<file path="src/rtl/ram_cmd_sequencer_pkg.sv">
// Shared types and constants for the RAM command sequencer.
// The command is packed as {addr, wr, data}; offsets below assume the default widths.
package ram_seq_pkg;

    localparam int DEF_ADDR_W   = 5;
    localparam int DEF_DATA_W   = 32;
    localparam int CMD_W        = DEF_ADDR_W + 1 + DEF_DATA_W;
    localparam int CMD_WR_BIT   = DEF_DATA_W;
    localparam int CMD_ADDR_LSB = DEF_DATA_W + 1;

    typedef enum logic [2:0] {
        IDLE   = 3'd0,
        SETUP  = 3'd1,
        WPULSE = 3'd2,
        WHOLD  = 3'd3,
        RWAIT  = 3'd4,
        RESP   = 3'd5
    } state_t;

    // The phase timer counts 0..N-1, so it needs clog2 of the longer phase (min 1 bit).
    function automatic int tmr_width(input int a, input int b);
        int m;
        m = (a > b) ? a : b;
        return (m < 2) ? 1 : $clog2(m);
    endfunction

endpackage

</file>
<file path="src/rtl/ram_cmd_sequencer_if.sv">
// Command and response handshake bundle between an upstream client and the sequencer.
interface ram_cmd_sequencer_if
    import ram_seq_pkg::*;
#(
    parameter int ADDR_W = DEF_ADDR_W,
    parameter int DATA_W = DEF_DATA_W
);
    logic                     cmd_valid;
    logic                     cmd_ready;
    logic [ADDR_W+DATA_W:0]   cmd_data;
    logic                     rsp_valid;
    logic                     rsp_ready;
    logic [DATA_W-1:0]        rsp_data;
    logic [ADDR_W-1:0]        rsp_addr;

    modport master (
        output cmd_valid, cmd_data, rsp_ready,
        input  cmd_ready, rsp_valid, rsp_data, rsp_addr
    );

    modport slave (
        input  cmd_valid, cmd_data, rsp_ready,
        output cmd_ready, rsp_valid, rsp_data, rsp_addr
    );
endinterface

</file>
<file path="src/rtl/ram_cmd_sequencer_fifo.sv">
// Registered command FIFO; output is the head entry, never fall-through.
module cmd_fifo #(
    parameter int WIDTH = 38,
    parameter int DEPTH = 4
) (
    input  logic             clk,
    input  logic             rst,
    input  logic             push,
    input  logic             pop,
    input  logic [WIDTH-1:0] din,
    output logic [WIDTH-1:0] dout,
    output logic             full,
    output logic             empty
);
    localparam int PW = $clog2(DEPTH);

    logic [WIDTH-1:0] mem [DEPTH];
    logic [PW-1:0]    wr_ptr, rd_ptr;
    logic [PW:0]      count;
    logic             do_push, do_pop;

    assign full    = (count == (PW+1)'(DEPTH));
    assign empty   = (count == '0);
    assign do_push = push & ~full;
    assign do_pop  = pop & ~empty;
    assign dout    = mem[rd_ptr];

    always_ff @(posedge clk or posedge rst) begin
        if (rst) begin
            wr_ptr <= '0;
            rd_ptr <= '0;
            count  <= '0;
        end else begin
            if (do_push) wr_ptr <= wr_ptr + PW'(1);
            if (do_pop)  rd_ptr <= rd_ptr + PW'(1);
            unique case ({do_push, do_pop})
                2'b10:   count <= count + (PW+1)'(1);
                2'b01:   count <= count - (PW+1)'(1);
                default: count <= count;
            endcase
        end
    end

    always_ff @(posedge clk) begin
        if (do_push) mem[wr_ptr] <= din;
    end

endmodule

</file>
<file path="src/rtl/ram_cmd_sequencer.sv">
// Replays buffered {addr, wr, data} commands onto an async RAM with safe setup/hold
// around a registered write pulse, and returns read data over a valid/ready port.
module ram_cmd_sequencer
    import ram_seq_pkg::*;
#(
    parameter int ADDR_W     = DEF_ADDR_W,
    parameter int DATA_W     = DEF_DATA_W,
    parameter int FIFO_DEPTH = 4,
    parameter int WR_PULSE   = 2,
    parameter int RD_WAIT    = 1
) (
    input  logic                  clk,
    input  logic                  rst,
    ram_cmd_sequencer_if.slave    bus,
    output logic [ADDR_W-1:0]     ram_address,
    output logic                  ram_writeOn,
    output logic [DATA_W-1:0]     ram_data_in,
    input  logic [DATA_W-1:0]     ram_data_out,
    output logic                  busy
);
    localparam int CW       = ADDR_W + 1 + DATA_W;
    localparam int WR_BIT   = DATA_W;
    localparam int ADDR_LSB = DATA_W + 1;
    localparam int TW       = tmr_width(WR_PULSE, RD_WAIT);

    logic              push, pop, full, empty;
    logic [CW-1:0]     head;
    state_t            state, state_nxt;
    logic [TW-1:0]     tmr;
    logic              pulse_done, rd_done, capture, rsp_clr, wr_on_nxt;
    logic              hold_wr, wr_on_q, rsp_valid_q;
    logic [ADDR_W-1:0] hold_addr, rsp_addr_q;
    logic [DATA_W-1:0] hold_data, rsp_data_q;

    // Gating with rst keeps the client from pushing while the FIFO is held in reset.
    assign bus.cmd_ready = ~full & ~rst;
    assign push          = bus.cmd_valid & bus.cmd_ready;

    cmd_fifo #(.WIDTH(CW), .DEPTH(FIFO_DEPTH)) u_fifo (
        .clk   (clk),
        .rst   (rst),
        .push  (push),
        .pop   (pop),
        .din   (bus.cmd_data),
        .dout  (head),
        .full  (full),
        .empty (empty)
    );

    assign pulse_done = (tmr == TW'(WR_PULSE - 1));
    assign rd_done    = (tmr == TW'(RD_WAIT - 1));

    always_ff @(posedge clk or posedge rst) begin
        if (rst) begin
            state <= IDLE;
            tmr   <= '0;
        end else begin
            state <= state_nxt;
            tmr   <= (state_nxt != state) ? '0 : tmr + TW'(1);
        end
    end

    always_comb begin
        state_nxt = state;
        unique case (state)
            IDLE:    if (!empty)       state_nxt = SETUP;
            SETUP:   state_nxt = hold_wr ? WPULSE : RWAIT;
            WPULSE:  if (pulse_done)   state_nxt = WHOLD;
            WHOLD:   state_nxt = IDLE;
            RWAIT:   if (rd_done)      state_nxt = RESP;
            RESP:    if (bus.rsp_ready) state_nxt = IDLE;
            default: state_nxt = IDLE;
        endcase
    end

    always_comb begin
        pop       = (state == IDLE) && !empty;
        capture   = (state == RWAIT) && rd_done;
        rsp_clr   = (state == RESP) && bus.rsp_ready;
        wr_on_nxt = (state_nxt == WPULSE);
        busy      = (state != IDLE) || !empty;
    end

    // writeOn comes straight from a flop so the RAM never sees a decode glitch.
    always_ff @(posedge clk or posedge rst) begin
        if (rst) begin
            hold_wr     <= 1'b0;
            hold_addr   <= '0;
            hold_data   <= '0;
            wr_on_q     <= 1'b0;
            rsp_valid_q <= 1'b0;
            rsp_addr_q  <= '0;
            rsp_data_q  <= '0;
        end else begin
            wr_on_q <= wr_on_nxt;
            if (pop) begin
                hold_wr   <= head[WR_BIT];
                hold_addr <= head[CW-1:ADDR_LSB];
                hold_data <= head[DATA_W-1:0];
            end
            if (capture) begin
                rsp_valid_q <= 1'b1;
                rsp_addr_q  <= hold_addr;
                rsp_data_q  <= ram_data_out;
            end else if (rsp_clr) begin
                rsp_valid_q <= 1'b0;
            end
        end
    end

    assign ram_address   = hold_addr;
    assign ram_data_in   = hold_data;
    assign ram_writeOn   = wr_on_q;
    assign bus.rsp_valid = rsp_valid_q;
    assign bus.rsp_addr  = rsp_addr_q;
    assign bus.rsp_data  = rsp_data_q;

endmodule

</file>
<file path="src/flat_wrapper.sv">
// flat-port wrapper written by rule: the top's interface ports become plain ports
module ram_cmd_sequencer_flat import ram_seq_pkg::*;
#(
    parameter int ADDR_W     = DEF_ADDR_W,
    parameter int DATA_W     = DEF_DATA_W,
    parameter int FIFO_DEPTH = 4,
    parameter int WR_PULSE   = 2,
    parameter int RD_WAIT    = 1
)
  (clk, rst, ram_address, ram_writeOn, ram_data_in, ram_data_out, busy, bus_cmd_valid, bus_cmd_data, bus_rsp_ready, bus_cmd_ready, bus_rsp_valid, bus_rsp_data, bus_rsp_addr);
  ram_cmd_sequencer_if #(.ADDR_W(ADDR_W), .DATA_W(DATA_W)) bus_i ();
  input  logic clk;
  input  logic rst;
  output logic [ADDR_W-1:0] ram_address;
  output logic ram_writeOn;
  output logic [DATA_W-1:0] ram_data_in;
  input  logic [DATA_W-1:0] ram_data_out;
  output logic busy;
  input wire logic [$bits(bus_i.cmd_valid)-1:0] bus_cmd_valid;
  input wire logic [$bits(bus_i.cmd_data)-1:0] bus_cmd_data;
  input wire logic [$bits(bus_i.rsp_ready)-1:0] bus_rsp_ready;
  output wire logic [$bits(bus_i.cmd_ready)-1:0] bus_cmd_ready;
  output wire logic [$bits(bus_i.rsp_valid)-1:0] bus_rsp_valid;
  output wire logic [$bits(bus_i.rsp_data)-1:0] bus_rsp_data;
  output wire logic [$bits(bus_i.rsp_addr)-1:0] bus_rsp_addr;
  assign bus_i.cmd_valid = bus_cmd_valid;
  assign bus_i.cmd_data = bus_cmd_data;
  assign bus_i.rsp_ready = bus_rsp_ready;
  assign bus_cmd_ready = bus_i.cmd_ready;
  assign bus_rsp_valid = bus_i.rsp_valid;
  assign bus_rsp_data = bus_i.rsp_data;
  assign bus_rsp_addr = bus_i.rsp_addr;
  ram_cmd_sequencer #(.ADDR_W(ADDR_W), .DATA_W(DATA_W), .FIFO_DEPTH(FIFO_DEPTH), .WR_PULSE(WR_PULSE), .RD_WAIT(RD_WAIT)) u_core (.clk(clk), .rst(rst), .bus(bus_i), .ram_address(ram_address), .ram_writeOn(ram_writeOn), .ram_data_in(ram_data_in), .ram_data_out(ram_data_out), .busy(busy));
endmodule
</file>
<file path="config.mk">
export PLATFORM = sky130hd
export DESIGN_NAME = ram_cmd_sequencer_flat
export DESIGN_NICKNAME = d
export VERILOG_FILES = /design/src/rtl/ram_cmd_sequencer_pkg.sv /design/src/rtl/ram_cmd_sequencer_if.sv /design/src/rtl/ram_cmd_sequencer_fifo.sv /design/src/rtl/ram_cmd_sequencer.sv /design/src/flat_wrapper.sv
export SDC_FILE = /design/constraint.sdc
export NUM_CORES = 1
export LEC_CHECK = 0
export ABC_AREA = 0
export BUFFER_PORTS_ARGS = -buffer_cell sky130_fd_sc_hd__buf_2
export CAP_MARGIN = 20
export CORE_ASPECT_RATIO = 0.8
export CORE_MARGIN = 2
export CORE_UTILIZATION = 45
export DETAILED_ROUTE_END_ITERATION = 8
export PLACE_DENSITY = 0.63
export SETUP_SLACK_MARGIN = 0.02
export SYNTH_ARGS = -nofsm -noshare
export SYNTH_HDL_FRONTEND = slang
export SYNTH_HIERARCHICAL = 1
export SYNTH_SLANG_ARGS = --single-unit
</file>
<file path="constraint.sdc">
create_clock -name clk -period 3.7 [get_ports clk]
set_clock_uncertainty 0.1 [all_clocks]
set_input_delay 0.37 -clock clk [delete_from_list [all_inputs] [get_ports clk]]
set_output_delay 0.37 -clock clk [all_outputs]
set_load 0.01 [all_outputs]
</file>
== Word level (Yosys, flattened, before mapping) ==
Memories as Yosys holds them, arrays and structs flattened. A register that Yosys moved wholly into a read port is not among the register bits.
Cells that the tools add are included.

* Add/subtract/negate cells: 5
* Multiply operators: 0
* Mux-type cells: 12
* $lt $le $gt $ge: 0
* Reduce and logical (&&, ||, !) cells: 10
* Divide/modulo/power cells: 0
* Bitwise operators: 8
* Shift-type cells: 0
* Equality and inequality tests: 9

{| class="wikitable"
|+ Operators with widths
! kind !! number
|-
| $mux 3 || 5
|-
| $pmux 3 s5 || 1
|-
| $eq 3x3->1 const B || 3
|-
| $eq 3x2->1 const B || 2
|-
| $logic_not 3->1 || 2
|-
| $pmux 3 s2 || 1
|-
| $mux 1 || 5
|-
| $add 2x1->2 const B || 2
|-
| $and 1x1->1 || 4
|-
| $not 1->1 || 4
|-
| $reduce_bool 2->1 || 2
|-
| $add 3x1->3 const B || 1
|-
| $eq 3x1->1 const B || 1
|-
| $logic_and 1x1->1 || 3
|-
| $ne 3x3->1 || 1
|-
| $reduce_bool 3->1 || 1
|-
| $sub 3x1->3 const B || 1
|-
| $eq 2x1->1 const B || 1
|-
| $eq 2x2->1 const B || 1
|-
| $add 1x1->1 const B || 1
|-
| $logic_not 1->1 || 1
|-
| $logic_or 1x1->1 || 1
|}

* Bits in latches: 0
* Memories kept: 1
* Logic and storage cells: 54
* RAM bits: 152
* Flip-flop bits (word level): 50
* Memory bits (read-only): 0

{| class="wikitable"
|+ Memories
! memory !! words !! width !! read ports !! clocked after memory_dff !! wr ports !! line !! RTL
|-
| u_core.u_fifo.mem || 4 || 38 || 1 || 1 || 1 || ram_cmd_sequencer_fifo.sv:17 || <nowiki>logic [WIDTH-1:0] mem [DEPTH];</nowiki>
|}

== Logic depth before layout (Yosys ltp) ==
* Depth after elaboration: 7
* Mapped depth: 11
* Gate-level depth less buffers: 11

== By module ==
The synthesis kept the hierarchy.

{| class="wikitable"
|+ Modules (own cells, without submodules)
! module !! area each (µm²) !! instances !! sequential area each (µm²) !! cells an instance
|-
| cmd_fifo || 5963.2 || 1 || 4739.5 || 237
|-
| ram_cmd_sequencer || 3149.3 || 1 || 2026.9 || 194
|}

== Worst setup path after synthesis ==
Ideal clock, no wire load.

* Path type: register to register
* Start point: reg u_core.u_fifo.count[2]
* End point: mem u_core.u_fifo.mem[0][0] (enable)
* Buffers on the path: 0
* Stages on the path, launching flop included: 6
* Data required time: 3201 ps
* Data arrival time: 2116 ps
* Slack: 1085 ps
* Cell sequence: dfrtp_1 -> nor3b_2 -> nor2_1 -> and2_1 -> nor2b_2 -> and2_1

* Longest elaborated chain between the ends: 7

{| class="wikitable"
|+ RTL lines
! element !! line !! RTL
|-
| from (decl) || ram_cmd_sequencer_fifo.sv:19 || <nowiki>logic [PW:0] count;</nowiki>
|-
| from (signal assigned) || ram_cmd_sequencer_fifo.sv:37 || <nowiki>2'b10: count <= count + (PW+1)'(1);</nowiki>
|-
| from (signal assigned) || ram_cmd_sequencer_fifo.sv:38 || <nowiki>2'b01: count <= count - (PW+1)'(1);</nowiki>
|-
| from (signal assigned) || ram_cmd_sequencer_fifo.sv:39 || <nowiki>default: count <= count;</nowiki>
|-
| $eq 3x3->1 || ram_cmd_sequencer_fifo.sv:22 || <nowiki>assign full = (count == (PW+1)'(DEPTH));</nowiki>
|-
| via u_core.full || ram_cmd_sequencer.sv:26 || <nowiki>logic push, pop, full, empty;</nowiki>
|-
| $not 1->1 || ram_cmd_sequencer.sv:36 || <nowiki>assign bus.cmd_ready = ~full & ~rst;</nowiki>
|-
| $and 1x1->1 || ram_cmd_sequencer.sv:36 ||
|-
| via bus_cmd_ready || flat_wrapper.sv:22 || <nowiki>output wire logic [$bits(bus_i.cmd_ready)-1:0] bus_cmd_ready;</nowiki>
|-
| $and 1x1->1 || ram_cmd_sequencer.sv:37 || <nowiki>assign push = bus.cmd_valid & bus.cmd_ready;</nowiki>
|-
| via u_core.push || ram_cmd_sequencer.sv:26 ||
|-
| $and 1x1->1 || ram_cmd_sequencer_fifo.sv:24 || <nowiki>assign do_push = push & ~full;</nowiki>
|-
| $mux 1 || ram_cmd_sequencer_fifo.sv:45 || <nowiki>if (do_push) mem[wr_ptr] <= din;</nowiki>
|-
| $mux 1 (implied by the code) || ram_cmd_sequencer_fifo.sv:45 ||
|-
| to (decl) || ram_cmd_sequencer_fifo.sv:17 ||
|}

The timed path passes the listed nets, and every way through them passes these cells.

== Worst setup path after layout ==
* Start point: reg u_core.u_fifo.count[2]
* End point: mem u_core.u_fifo.mem[2][35] (enable)

* Longest elaborated chain between the ends: 7

{| class="wikitable"
|+ RTL lines
! element !! line
|-
| $eq 3x3->1 || ram_cmd_sequencer_fifo.sv:22
|-
| via u_core.full || ram_cmd_sequencer.sv:26
|-
| $not 1->1 || ram_cmd_sequencer.sv:36
|-
| $and 1x1->1 || ram_cmd_sequencer.sv:36
|-
| $and 1x1->1 || ram_cmd_sequencer.sv:37
|-
| via u_core.push || ram_cmd_sequencer.sv:26
|-
| $and 1x1->1 || ram_cmd_sequencer_fifo.sv:24
|-
| $mux 1 || ram_cmd_sequencer_fifo.sv:45
|-
| $mux 1 (implied by the code) || ram_cmd_sequencer_fifo.sv:45
|}

The timed path passes the listed nets, and every way through them passes these cells.

==> metrics.txt <==
final core occ=a little under 60%; Async S/R FF share, synth=between 30% and 40%; RSZ-0062 raised after global routing=false; Slew HR=31.8%; Buf/Inv on CP=1; slowest CP cell=and2_2; largest net degree at the start of global routing=55; setup tns final=0 ns; routability cong.=0.718; DR vias=roughly 4700; WS Path Type=reg -> reg; worst hold path class=in -> reg; NetSw=~0.0026 W; # diodes=0; logic depth of the worst setup path including buffers=6; worst slew pin tran=just over 1 ns; RR Startpoint=u_core/u_fifo/count[2]$_DFFE_PP0P_; First-pass DRT Iterations=4; max-cap violations=0; Hold Fails Final Rpt=0; Worst R2R End=u_core/u_fifo/mem[2][35]$_DFFE_PP_; r2r setup slk=around 1.1 ns; Worst-path clk slew=~0.06 ns; initial antenna violation count=0; Yosys top cell area share=~50%; CP top delay family=simple AND/OR/NAND/NOR gates; die footprint=approximately 0.021 sq mm; total gr overflow=0; post-synth top area cell=edfxtp_1; die width=roughly 160 microns; top cells by area in the synthesized netlist=edfxtp_1 (50%), dfrtp_1 (24%), mux4_2 (9.4%); DIE HEIGHT=between 100 and 150 microns; DRT iter0 DRCs=153; crit path DAT=2.63 ns; fraction of power consumed by sequential logic=about 44%; top_reg_cell synth=edfxtp_1; Pleak=approximately 4.4 nW; clock root cell=clkbuf_16; Slew Limit Fails=0; number of synthesized register bits=240; status=finished clean; Gate power share=between 30% and 40%; Total Power=0.00914 W; first-pass GRT wire length=between 20000 and 30000 microns; Core Area=0.0199 sq mm; nets=742; deepest clock path buffer count=3; syn_nets=~510; All-Layer GR Usage=between 15 and 20%; post-synth cell types=36; Post-synth EDFFs=approximately 150; P_int=between 0.006 and 0.007 W; shortest period the worst path allows=2.55 ns; Sw Ratio=between 20% and 30%; CP endpoint kind=flip-flop; WP data required=3.78 ns; clock network power share=about a quarter; startpoint types=flip-flop; final setup vio count=0; share of cells above drive strength 1=46.8%; vias in the first global route=~5000; detailed placement HPWL=roughly 11000 microns; CTS tree=yes; FMAX=392 MHz; Max rail drop VDD=around 0.00039 V; number of vias per cell=4.99; hold_ws=0.0172 ns; io pins=152; # port buffers=151; Avg WL per Cell=approximately 18 microns; Synth Instances=around 430; H-tree depth=1; Sink Count=between 200 and 250; Detailed Route WL=between 15000 and 20000 microns; slowest stage delay, CP=about 0.6 ns; pwr/cell area=a little under 800 mW/mm^2; remaining antenna violation count after routing=0; most frequent cells in the layout=edfxtp_1 (152), buf_2 (151), dfrtp_1 (86); Area growth, synth to finish=26.3%; CP max FO=22; Worst Setup EP=u_core/u_fifo/mem[2][35]$_DFFE_PP_; Seq/Total Area, Yosys=roughly three quarters; Initial Utilization=a little under half; CP cell instances=nor3b_2 > nor2_1 > and2_1 > nor2b_2 > and2_2 > buf_4; CTS resizes=0; Avg Inst Size Synth=roughly 21 sq um; Num CTS Buffers=24; drt drc=0; site row count=46; crit share post-route=68.9%; clock latency on the worst-skew pair=0.51 ns; leading cell type in the layout, fill and taps excluded=edfxtp_1; cell area after synthesis=about 0.0091 sq mm; total number of yosys warnings=6; R2R depth=6; CP Launch Point=u_core/u_fifo/count[2]$_DFFE_PP0P_
## cell type report
class                      instances  area (sq um)
clock inverter                    12           119
multi-input combinational        161          2110
timing repair buffer             224          1470
inverter                          11          42.5
clock buffer                      32           672
fill                            1539          8340
tap                              264           330
sequential                       240          6770
## what timing repair did
action,in CTS,in global routing
hold endpoints to repair,221,1
setup buffers,0,0
hold buffers,62,1
## Yosys cell counts, drive strengths merged (2+ instances only)
cell type / n
nor4b: 2
xnor2: 3
and2: 5
mux4: 38
buf: 18
mux2: 75
nand3b: 2
nand2: 4
a21oi: 3
nor3: 2
xor2: 3
nor2: 3
dfrtp: 88
edfxtp: 152
inv: 11
ha: 5
o21ai: 3
mux2i: 2
## through the flow
step / cells / worst slack (ns) / area (sq um)
finish: 944 / 1.15 / 11500
global route: 944 / 1.02 / 11500
CTS: 943 / 1.13 / 11500
detailed placement: 837 / 1.15 / 10100
global placement: 837 / 1.18 / 10100
floorplan: 431 / 1.09 / 9110
## cells by family after synthesis
| kind of cell | after synthesis | share of synthesized area, % |
|---|---|---|
| compound gates | 10 | 0.700 |
| flops | 240 | 74.3 |
| simple gates | 24 | 1.87 |
| fa+ha+maj | 6 | 0.906 |
| buf+inv | 30 | 2.77 |
| xor+xnor | 6 | 0.577 |
| mux | 115 | 18.9 |
## per-layer routing
metal,GRT usage [%],share of wire [%],wire [microns],up-vias
li1,-,-,-,2144
met1,21.7,44,7380,2408
met2,27.1,49,8230,124
met3,2.87,5.0,850,33
met4,4.23,2.2,367,0
met5,0,0,0,-
## worst min-delay path by stage
stage / from / end / slack [ns] / depth (start not counted)
floorplan: rst / u_core/u_fifo/count[0]$_DFFE_PP0P_ / 0.07 / 1
global placement: rst / u_core/u_fifo/count[2]$_DFFE_PP0P_ / 0.24 / 2
detailed placement: rst / u_core/u_fifo/count[1]$_DFFE_PP0P_ / 0.25 / 2
CTS: ram_data_out[20] / u_core/bus.rsp_data[20]$_DFFE_PP0P_ / 0.002 / 2
global route: ram_data_out[26] / u_core/bus.rsp_data[26]$_DFFE_PP0P_ / 0.005 / 2
finish: bus_cmd_data[33] / u_core/u_fifo/mem[2][33]$_DFFE_PP_ / 0.02 / 1
## power groups by stage
stage | sequential (W) | clock (W) | combinational [W]
floorplan | 0.00410 | 0 | 0.00196
global placement | 0.00404 | 0 | 0.00267
detailed placement | 0.00409 | 0 | 0.00274
CTS | 0.00405 | 0.00244 | 0.00280
global route | 0.00413 | 0.00254 | 0.00299
finish | 0.00403 | 0.00238 | 0.00274
## registers in the layout, indices dropped and copies added, names as in the netlist, 3 cells and up
register	cells
u_core/ram_data_in	32
u_core/ram_address	5
u_core/bus.rsp_data	32
u_core/bus.rsp_addr	5
u_core/state	3
u_core/u_fifo/count	3
u_core/u_fifo/mem	152
(Power assumes the default switching activity.)
